<file path="config.mk">
export PLATFORM = sky130hd
export DESIGN_NAME = ifq_fetch_flat
export DESIGN_NICKNAME = d
export VERILOG_FILES = /design/src/rtl/ifq_fetch_if.sv /design/src/rtl/ifq_fetch.sv /design/src/flat_wrapper.sv
export SDC_FILE = /design/constraint.sdc
export NUM_CORES = 1
export LEC_CHECK = 0
export CORE_ASPECT_RATIO = 2
export CORE_MARGIN = 2
export CORE_UTILIZATION = 35
export DETAILED_ROUTE_END_ITERATION = 8
export HOLD_SLACK_MARGIN = 0.15
export PLACE_DENSITY = 0.68
export SLEW_MARGIN = 20
export SYNTH_ARGS = -nofsm -noshare
export SYNTH_HDL_FRONTEND = slang
export SYNTH_SLANG_ARGS = --single-unit
</file>
<file path="constraint.sdc">
create_clock -name clk -period 3.35 [get_ports clk]
set_input_delay 0.67 -clock clk [delete_from_list [all_inputs] [get_ports clk]]
set_output_delay 0.67 -clock clk [all_outputs]
set_load 0.05 [all_outputs]
</file>
<file path="src/rtl/ifq_fetch_if.sv">
// Fetch-queue bus: branch redirect, I-cache request/response and dispatch pop.
// The slave side is the fetch queue itself.
interface ifq_fetch_if #(parameter int PC_W = 32);
    logic            jmp_branch_valid;
    logic [PC_W-1:0] jmp_branch_address;
    logic            icache_rd_en;
    logic [PC_W-1:0] icache_addr;
    logic            icache_valid;
    logic [31:0]     icache_data;
    logic            ifq_rd_en;
    logic            ifq_empty;
    logic [31:0]     ifq_dout;
    logic [PC_W-1:0] ifq_pc_out;

    modport master (
        output jmp_branch_valid, jmp_branch_address, icache_valid, icache_data, ifq_rd_en,
        input  icache_rd_en, icache_addr, ifq_empty, ifq_dout, ifq_pc_out
    );

    modport slave (
        input  jmp_branch_valid, jmp_branch_address, icache_valid, icache_data, ifq_rd_en,
        output icache_rd_en, icache_addr, ifq_empty, ifq_dout, ifq_pc_out
    );
endinterface

</file>
<file path="src/rtl/ifq_fetch.sv">
// Instruction fetch queue: one outstanding I-cache read at a time, FWFT FIFO
// towards dispatch, and a redirect that flushes everything in the same cycle.
module ifq_fetch #(
    parameter int              PC_W     = 32,
    parameter int              DEPTH    = 4,
    parameter logic [PC_W-1:0] RESET_PC = '0
) (
    input  logic      clk,
    input  logic      rst_n,
    ifq_fetch_if.slave bus
);
    localparam int AW = $clog2(DEPTH);

    typedef enum logic [1:0] {FETCH, WAIT, DISCARD} state_t;

    state_t          state, state_nxt;
    logic [PC_W-1:0] fetch_pc;
    logic [AW:0]     count, count_nxt;
    logic [AW-1:0]   rd_ptr, wr_ptr;
    logic            empty_q;
    logic            redirect, push, pop, rd_req;

    logic [31:0]     instr_mem [DEPTH];
    logic [PC_W-1:0] pc_mem    [DEPTH];

    assign redirect = bus.jmp_branch_valid;
    // A response landing together with a redirect belongs to the old path.
    assign push     = (state == WAIT) && bus.icache_valid && !redirect;
    assign pop      = bus.ifq_rd_en && !empty_q && !redirect;

    always_comb begin
        state_nxt = state;
        rd_req    = 1'b0;
        case (state)
            FETCH: begin
                rd_req = rst_n && !redirect && (count < (AW+1)'(DEPTH));
                if (rd_req) state_nxt = WAIT;
            end
            WAIT: begin
                if (bus.icache_valid) state_nxt = FETCH;
                else if (redirect)    state_nxt = DISCARD;
            end
            DISCARD: begin
                if (bus.icache_valid) state_nxt = FETCH;
            end
            default: state_nxt = FETCH;
        endcase
    end

    always_comb begin
        count_nxt = count;
        if (push && !pop)      count_nxt = count + (AW+1)'(1);
        else if (pop && !push) count_nxt = count - (AW+1)'(1);
    end

    always_ff @(posedge clk) begin
        if (!rst_n) begin
            state    <= FETCH;
            fetch_pc <= RESET_PC;
            count    <= '0;
            rd_ptr   <= '0;
            wr_ptr   <= '0;
            empty_q  <= 1'b1;
        end else begin
            state <= state_nxt;
            if (redirect) begin
                fetch_pc <= bus.jmp_branch_address;
                count    <= '0;
                rd_ptr   <= '0;
                wr_ptr   <= '0;
                empty_q  <= 1'b1;
            end else begin
                if (push) begin
                    fetch_pc <= fetch_pc + PC_W'(4);
                    wr_ptr   <= wr_ptr + AW'(1);
                end
                if (pop) rd_ptr <= rd_ptr + AW'(1);
                count   <= count_nxt;
                empty_q <= (count_nxt == '0);
            end
        end
    end

    // Storage needs no reset: the head is masked while the queue is empty.
    always_ff @(posedge clk) begin
        if (push) begin
            instr_mem[wr_ptr] <= bus.icache_data;
            pc_mem[wr_ptr]    <= fetch_pc;
        end
    end

    assign bus.icache_rd_en = rd_req;
    assign bus.icache_addr  = {fetch_pc[PC_W-1:2], 2'b00};
    assign bus.ifq_empty    = empty_q;
    assign bus.ifq_dout     = empty_q ? '0 : instr_mem[rd_ptr];
    assign bus.ifq_pc_out   = empty_q ? '0 : pc_mem[rd_ptr] + PC_W'(4);
endmodule

</file>
<file path="src/flat_wrapper.sv">
// flat-port wrapper written by rule: the top's interface ports become plain ports
module ifq_fetch_flat 
#(
    parameter int              PC_W     = 32,
    parameter int              DEPTH    = 4,
    parameter logic [PC_W-1:0] RESET_PC = '0
)
  (clk, rst_n, bus_jmp_branch_valid, bus_jmp_branch_address, bus_icache_valid, bus_icache_data, bus_ifq_rd_en, bus_icache_rd_en, bus_icache_addr, bus_ifq_empty, bus_ifq_dout, bus_ifq_pc_out);
  ifq_fetch_if #(.PC_W(PC_W)) bus_i ();
  input  logic clk;
  input  logic rst_n;
  input wire logic [$bits(bus_i.jmp_branch_valid)-1:0] bus_jmp_branch_valid;
  input wire logic [$bits(bus_i.jmp_branch_address)-1:0] bus_jmp_branch_address;
  input wire logic [$bits(bus_i.icache_valid)-1:0] bus_icache_valid;
  input wire logic [$bits(bus_i.icache_data)-1:0] bus_icache_data;
  input wire logic [$bits(bus_i.ifq_rd_en)-1:0] bus_ifq_rd_en;
  output wire logic [$bits(bus_i.icache_rd_en)-1:0] bus_icache_rd_en;
  output wire logic [$bits(bus_i.icache_addr)-1:0] bus_icache_addr;
  output wire logic [$bits(bus_i.ifq_empty)-1:0] bus_ifq_empty;
  output wire logic [$bits(bus_i.ifq_dout)-1:0] bus_ifq_dout;
  output wire logic [$bits(bus_i.ifq_pc_out)-1:0] bus_ifq_pc_out;
  assign bus_i.jmp_branch_valid = bus_jmp_branch_valid;
  assign bus_i.jmp_branch_address = bus_jmp_branch_address;
  assign bus_i.icache_valid = bus_icache_valid;
  assign bus_i.icache_data = bus_icache_data;
  assign bus_i.ifq_rd_en = bus_ifq_rd_en;
  assign bus_icache_rd_en = bus_i.icache_rd_en;
  assign bus_icache_addr = bus_i.icache_addr;
  assign bus_ifq_empty = bus_i.ifq_empty;
  assign bus_ifq_dout = bus_i.ifq_dout;
  assign bus_ifq_pc_out = bus_i.ifq_pc_out;
  ifq_fetch #(.PC_W(PC_W), .DEPTH(DEPTH), .RESET_PC(RESET_PC)) u_core (.clk(clk), .rst_n(rst_n), .bus(bus_i));
endmodule
</file>
# Word-level counts from Yosys, hierarchy flattened
# Memories as Yosys holds them, arrays and structs flattened. A register that Yosys moved wholly into a read port is not among the register bits.
# Cells that the tools add are included.
[classes]
n_mux = 18
eq_ne = 5
reduce_logical = 17
bitwise_logic = 1
n_addsub = 6
n_lt_le_gt_ge = 1
[ops]
columns = ["operator", "count"]
rows = [
  ["32-bit 2-to-1 mux", 4],
  ["32-bit by 3-bit adder with 32-bit output, second input constant", 2],
  ["2-bit 2-to-1 mux", 8],
  ["1-bit logical AND", 8],
  ["3-bit 2-to-1 mux", 2],
  ["2-bit case mux with 3 select lines", 1],
  ["2-bit by 1-bit adder with 2-bit output, second input constant", 2],
  ["1-bit zero test", 4],
  ["3-bit by 1-bit adder with 3-bit output, second input constant", 1],
  ["3-bit zero test", 1],
  ["3-bit less-than comparator, second input constant", 1],
  ["1-bit 2-to-1 mux", 3],
  ["3-bit != test, second input constant", 1],
  ["3-bit AND reduction", 1],
  ["3-bit by 1-bit subtractor with 3-bit output, second input constant", 1],
  ["2-bit by 1-bit equality test with 1-bit output, second input constant", 1],
  ["2-bit equality test, second input constant", 1],
  ["2-bit zero test", 1],
  ["2-bit by 1-bit != test with 1-bit output, second input constant", 1],
  ["2-bit != test, second input constant", 1],
  ["2-bit nonzero test", 1],
  ["2-bit OR reduction", 1],
  ["1-bit NOT", 1],
]
[word_totals]
mem_bits_rw = 256
reg_bits = 42
n_memories = 2
out_inout_bits = 98
[mem_list]
columns = ["name", "words", "width", "rd", "rd_ports_with_merged_regs", "write_ports", "line", "rtl"]
rows = [
  ["u_core.instr_mem", 4, 32, 1, 1, 1, "ifq_fetch.sv:23", "logic [31:0] instr_mem [DEPTH];"],
  ["u_core.pc_mem", 4, 32, 1, 1, 1, "ifq_fetch.sv:24", "logic [PC_W-1:0] pc_mem [DEPTH];"],
]

# Depth between registers and ports, before layout
[logic_depth]
ltp_word = 8
mapped_depth = 9

# Worst setup path before layout
# OpenSTA, ideal clock, no wires.
[synth_timing]
path_type = "flip-flop to output port"
from = "register with a tool-made name"
to = "output port bus_ifq_pc_out[20]"
slack_ns = -0.427
stages_incl_launch_ff = 10
arrival_time_ns = 3.107
path_cell_list = "dfxtp_1 > buf_6 > buf_12 > mux4_2 > ha_1 > nand3_4 > or4_1 > buf_2 > or3_1 > a21oi_1"
[synth_lines]
columns = ["element", "line", "rtl"]
rows = [
  ["to (decl)", "flat_wrapper.sv:21", "output wire logic [$bits(bus_i.ifq_pc_out)-1:0] bus_ifq_pc_out;"],
]

==> out/summary.log <==
[die] height of the die 274 um
[synthesis] async set or reset register ratio after synthesis 0%
[grt] aggregate global-route resource usage 15.5%
[critical_path] Critical Path Fanout Max 8
[timing] unrepaired setup endpoints after global routing true
[pwr] power per standard cell area 507 nW/um2
[critical_path] CP max-delay cell xnor2_1
[die] Chip Width 139 um
[placement] minimum setup slack after placement 20.7 ps
[grt] vias in the first global route 7753
[critical_path] kind of start point of the critical path register
[clocking] CTS Buf Count 28
[die] Core Box Area 36300 um2
[die] number of rows created at floorplan 99
[synthesis] dominant combinational cell family by area after synthesis multiplexers
[finish] count of non-filler cells in the finished layout 1490
[die] die outline area 38200 um2
[timing] # setup viols final 22
[clocking] number of hold buffers added after cts 0
[placement] number of placed cells counting well taps 1397
[routing] initial drt markers 457
[hold_path] type of the worst min-delay path reg -> reg
[clocking] clock sink count 300
[synthesis] top cell type by total area after synthesis edfxtp_1
[critical_path] Critical Path, Cell by Cell buf_12 > buf_4 > mux4_2 > buf_4 > buf_4 > nor4b_1 > xnor2_1 > nor2_2 > buf_12
[timing] WHS 499 ps
[critical_path] critical path capture point type output pin
[routing] total number of vias 7557
[synthesis] compound-cell area share of the yosys netlist 3.86%
[die] effective utilization at floorplan 35.3%
[synthesis] simple-gate share of the synthesized area 9.60%
[grt] first-pass GRT wire length 45200 um
[finish] synthesis-to-layout area growth 32.5%
[die] # IOs 167
[critical_path] CP delay by family, top buffers and inverters
[routing] average wire per cell in the routed design 20.4 um
[clocking] CTS H-tree lvls 1
[synthesis] average footprint of a synthesized cell 15.8 um2
[clocking] Clk Tree Root Cell clkbuf_16
[placement] placed wire-length estimate after detailed placement 20400 um
[synthesis] EDFF count, synth 256
[synthesis] number of distinct library cells after synthesis 53
[critical_path] arrival time of data at the critical path endpoint 3080 ps
[pwr] leakage power 5.62 nW
[timing] Max Transition Viols Final 0
[critical_path] delay of the slowest cell on the worst path 550 ps
[critical_path] startpoint-to-endpoint class of the critical path reg -> out
[timing] highest achievable clock rate 266 MHz
[pwr] Peak VDD IR 458 uV
[synthesis] mux cell area share after synthesis 11.8%
[clocking] maximum clock insertion buffer count 3
[routing] remaining routing DRC violations 0
[routing] antenna violation net count after detailed routing 0
[timing] slew at the pin closest to its max-slew limit 678 ps
[grt] pin count of the biggest net entering global routing 65
[timing] headroom to the max-slew limit 54.4%
[timing] clk_skew 14.0 ps
[critical_path] most frequent CP cell buf_4
[timing] post-route clock period utilization 112%
[finish] antenna cells 0
[run_status] run status finished with violations
[clocking] worst skew pair latency 550 ps
[critical_path] CP bufs+invs 5
[timing] final worst slack -404 ps
[synthesis] biggest area contributors in the synthesized netlist edfxtp_1, mux4_2, dfxtp_1
[synthesis] number of instances in the synthesized netlist 811
[synthesis] Seq cells post-synth 300
[synthesis] area share of the leading cell type in the synthesized netlist 60.1%
[critical_path] required time at the endpoint of the critical path 2680 ps
[synthesis] Post-synth top flop edfxtp_1
[routing] Initial DRT Pass Iterations 7
[run_status] failing checks negative setup slack
[clocking] CTS tree yes
[routing] Avg Vias per Cell 5.07
[finish] number of nets in the final layout 1091
[synthesis] combined area of all synthesized cells 12800 um2
[grt] overflow left after global routing 0
[job] max-cap viol count 0
[routing] Post-Route WL 30500 um
[synthesis] post-synthesis xor/xnor area fraction 2.81%
[synthesis] leading cell types by count after synthesis edfxtp_1, mux4_2, dfxtp_1
[synthesis] yosys synthesis warning count 0
[timing] number of failing hold endpoints at the final stage 0
[placement] Buffers on Ports 164
[grt] initial antenna violation count 0
[synthesis] sequential share of the synthesized area 66.9%
[finish] fraction of final layout cells with drive strength greater than 1 30.7%
[synthesis] library cell with the highest instance count after synthesis edfxtp_1
[clocking] CTS clock-pin slew for the worst setup and hold paths 70 ps
[placement] routability-driven placement congestion ratio 0.759
[timing] Tmin final 3750 ps
[synthesis] adder and majority gate portion of the synthesized area 0.939%
## report_power, final
part	internal, W	switching [W]	total, W
Sequential	0.00410	0.0000916	0.00419
Combinational	0.000368	0.000501	0.000869
Clock	0.00215	0.00139	0.00354
## stage by stage
stage,total power [W],utilization (%),TNS [ps],area [um2]
after floorplan,0.00475,-,-117,12900
after global placement,0.00510,42.1,0,15300
after detailed placement,0.00512,42.1,0,15300
after CTS,0.00868,46.2,-5340,16800
after global routing,0.00886,46.7,-6840,17000
final,0.00860,46.7,-4330,17000
## logic make-up after synthesis
family | after synthesis
simple gates | 214
fa+ha+maj | 10
buf+inv | 91
compound gates | 85
other cells | 1
flops | 300
xor+xnor | 41
mux | 69
## registers in the layout, indices dropped and copies added (netlist names), named ones only
| name | flops |
|---|---|
| u_core.bus.ifq_empty | 1 |
| u_core.count | 3 |
| u_core.fetch_pc | 32 |
| u_core.instr_mem | 128 |
| u_core.pc_mem | 128 |
| u_core.rd_ptr | 2 |
| u_core.state | 2 |
| u_core.wr_ptr | 2 |
## final timing paths
check	start	end	slack (ps)	cells after the start
max reg2reg	u_core.fetch_pc[6]	u_core.fetch_pc[29]	1000	5
min reg2reg	u_core.wr_ptr[1]	u_core.wr_ptr[1]	500	2
max	register	bus_ifq_pc_out[14]	-400	9
min	u_core.wr_ptr[1]	u_core.wr_ptr[1]	500	2
## cell type report
type	instances	area, um2
clock buffer	38	833
clock inverter	14	216
fill	3056	19300
inverter	16	60.1
multi-input combinational	421	4000
sequential	300	8580
tap	454	568
timing repair buffer	247	2700
## timing repair
action                                 4_1_cts  5_1_grt
endpoints found under the hold margin        0        0
setup buffers                               25       20
pin swaps                                   21       17
gates cloned                                 1        0
resized for setup                           68       20
setup endpoints to repair                   29       35
## cells in the final DEF (no fill, tap or decap), types with 4 or more instances in the layout
cell             Yosys  layout
clkbuf_1            29       5
nor2_1              30      25
nand2b_1             8       8
buf_12               1      41
nor4_1               9       9
xor2_1               7       7
nand4_1             11      11
nor2_2               0       5
mux4_2              60      60
buf_6                3      15
a21oi_1             32      16
nor2b_1             40      40
and3_4               0       5
dfxtp_1             44      41
xnor2_1             34      32
clkbuf_16            0      33
and4_4               0       4
inv_1               16      14
bufinv_16            0       5
a31o_2               4       4
nand4b_1             4       4
o21ai_0             34      30
edfxtp_1           256     256
ha_1                 8       7
nand3_1             16      14
buf_4               33      83
a21oi_2              0      14
dlygate4sd2_1        0       6
or3_1                8       6
nor3_1              15      13
clkdlybuf4s50_1      0      99
nand2_1             32      28
and2_1              10       7
mux4_1               4       4
## tightest hold or removal path, stage by stage (launching register included)
cell and delay (ps):
dfxtp_1 340, nand2_1 60, a21oi_1 50
## per-layer routing
layer / vias to the layer above / routed length, um / GRT usage [%]
met5: - / 0 / 0
met4: 0 / 1070 / 5.79
met3: 49 / 1020 / 1.50
met2: 224 / 17800 / 31.9
met1: 3790 / 10600 / 15.7
li1: 3494 / - / -
Power figures use the tool's default switching activity.
==> patch: new RTL, config.mk and constraints unchanged <==
Re-encode `state_t` (3 states) as one-hot, 3 bits wide.
--- a/src/rtl/ifq_fetch.sv
+++ b/src/rtl/ifq_fetch.sv
@@ -12,5 +12,5 @@
     localparam int AW = $clog2(DEPTH);
 
-    typedef enum logic [1:0] {FETCH, WAIT, DISCARD} state_t;
+    typedef enum logic [2:0] {FETCH = 3'b001, WAIT = 3'b010, DISCARD = 3'b100} state_t;
 
     state_t          state, state_nxt;
Function: no difference found for any inputs over 4 cycles, from zero or initial values and one cycle with rst_n low; so few cycles prove little.
==> patch against the original RTL <==
The flow still finishes with violations (negative setup slack); sequential cell count grew 1; global-route usage grew 0.15 points; synthesized area grew 0.62%; design area shrank 0.49%; routed wire length grew 0.29%; die area grew 0.60%; setup slack lost 62 ps; fmax shrank 1.6%; core utilization shrank 0.39 points; critical path type unchanged.
Power is not compared: it rests on default switching activity, and its combinational part moved more than twofold at a synthesized area within 25%.
==> patch: results <==
[clocking]
insertion_delay_ps = 550
numCtsBuffers = 26

[sta]
finalSetupViolations = 21
setup_tns_ps = -6250
finClkSkew_ps = 23.8
worst_slack_ps = -467
slew_headroom_pct = 56.6

[critical_path]
max_stage_delay_ps = 480
critical_path.top_delay_family = simple AND/OR/NAND/NOR gates
crit_slowest_cell = or4_4
critPathArrivalTime_ps = 3150
r2r-start = u_core.fetch_pc[14]
worstPathMaxFanout = 4

[power]
switching_power_mw = 1.65

[global_routing]
grt_max_degree = 65
grt_pass1_vias = 8153
grt.total_usage_pct = 15.6
grt_pass1_wl_um = 46000

[synthesis]
yosysSeqAreaShare_pct = 66.7
synth_xor_area_share_pct = 2.79
synthAdderAreaFrac_pct = 0.777
ys_top_cells_by_count = 256 x edfxtp_1, 54 x mux4_2, 45 x dfxtp_1, 40 x nor2b_1, 36 x a21oi_1
synth_area_leaders = edfxtp_1 60%, mux4_2 9.4%, dfxtp_1 7.0%
synth.distinct_cells = 54
synth_compound_area_share_pct = 4.46
synth_mux_area_share_pct = 11.8
synth_enable_flop_cells = 256

[routing]
drtIter0Drc = 460
num_vias = 7687
firstDrtPassIters = 5
wl_per_cell_um = 20.5

[placement]
place_area_um2 = 15500
dp.final_hpwl_um = 20400
gp_congestion = 0.860

[cells_and_area]
nNetsFinal = 1090

[outcome]
status = finished with violations
violations = negative setup slack
-- patch: final timing paths --
path / depth (start not counted) / slack (ps) / endpoint
worst max-delay path: 9 / -470 / bus_ifq_pc_out[30]
worst min-delay path: 2 / 510 / u_core.wr_ptr[1]
worst max register to register: 5 / 1020 / u_core.fetch_pc[27]
worst min register to register: 2 / 510 / u_core.wr_ptr[1]
-- patch: power by group through the flow --
stage | registers [mW] | logic (mW) | clock network (mW)
after floorplan | 4.22 | 0.254 | 0
after global placement | 4.25 | 0.411 | 0
after detailed placement | 4.25 | 0.417 | 0
after CTS | 4.17 | 0.420 | 3.07
after global routing | 4.18 | 0.443 | 3.20
final | 4.17 | 0.418 | 2.99
-- patch: tightest hold or removal path: cells and delay by family (launching register included) --
family	cells	cell delay (ps)
compound gates	1	60
flops	1	340
simple gates	1	60
-- patch: metal layers --
layer / vias up / share of wire, % / wire [um] / track usage [%]
li1: 3539 / - / - / -
met1: 3863 / 34 / 10400 / 15.6
met2: 217 / 58 / 17600 / 31.3
met3: 68 / 3.7 / 1140 / 1.94
met4: 0 / 4.4 / 1360 / 7.66
met5: - / 0 / 0 / 0
-- patch: cell type report --
| cell class | instances | area (um^2) |
|---|---|---|
| multi-input cells | 430 | 4100 |
| repair buffers | 243 | 2710 |
| inverters | 11 | 41.3 |
| well taps | 454 | 568 |
| fillers | 3117 | 19500 |
| clock inverters | 12 | 118 |
| clock buffers | 36 | 739 |
| flip-flops and latches | 301 | 8600 |
-- patch: repair_timing --
item                                   CTS  global route
gates cloned                             2             0
hold buffers                             0             0
setup endpoints to repair               44            31
endpoints found under the hold margin    0             0
gates resized for setup                 86            39
setup buffers                           14             8
pin swaps                               19            17
-- patch: through the flow --
stage / total power, mW / utilization [%] / std cells / hold WS (ps) / setup WS, ps
2_1_floorplan: 4.48 / - / 817 / 459 / -141
3_3_place_gp: 4.66 / 42.5 / 1415 / 480 / -74.3
3_5_place_dp: 4.67 / 42.5 / 1415 / 500 / -118
4_1_cts: 7.66 / 45.8 / 1479 / 509 / -523
5_1_grt: 7.82 / 46.3 / 1487 / 543 / -564
6_report: 7.58 / 46.3 / 1487 / 506 / -467
-- patch: cells by family (layout without fill, tap and decap cells) --
group                    count (synthesis)  count (layout)
XOR/XNOR                                41              41
AND/OR/NAND/NOR                        215             216
AO/OA/AOI/OAI                           95              95
other                                    1               2
multiplexers                            68              68
flip-flops                             301             301
adder cells (fa/ha/maj)                  8               8
buffers and inverters                   87             302
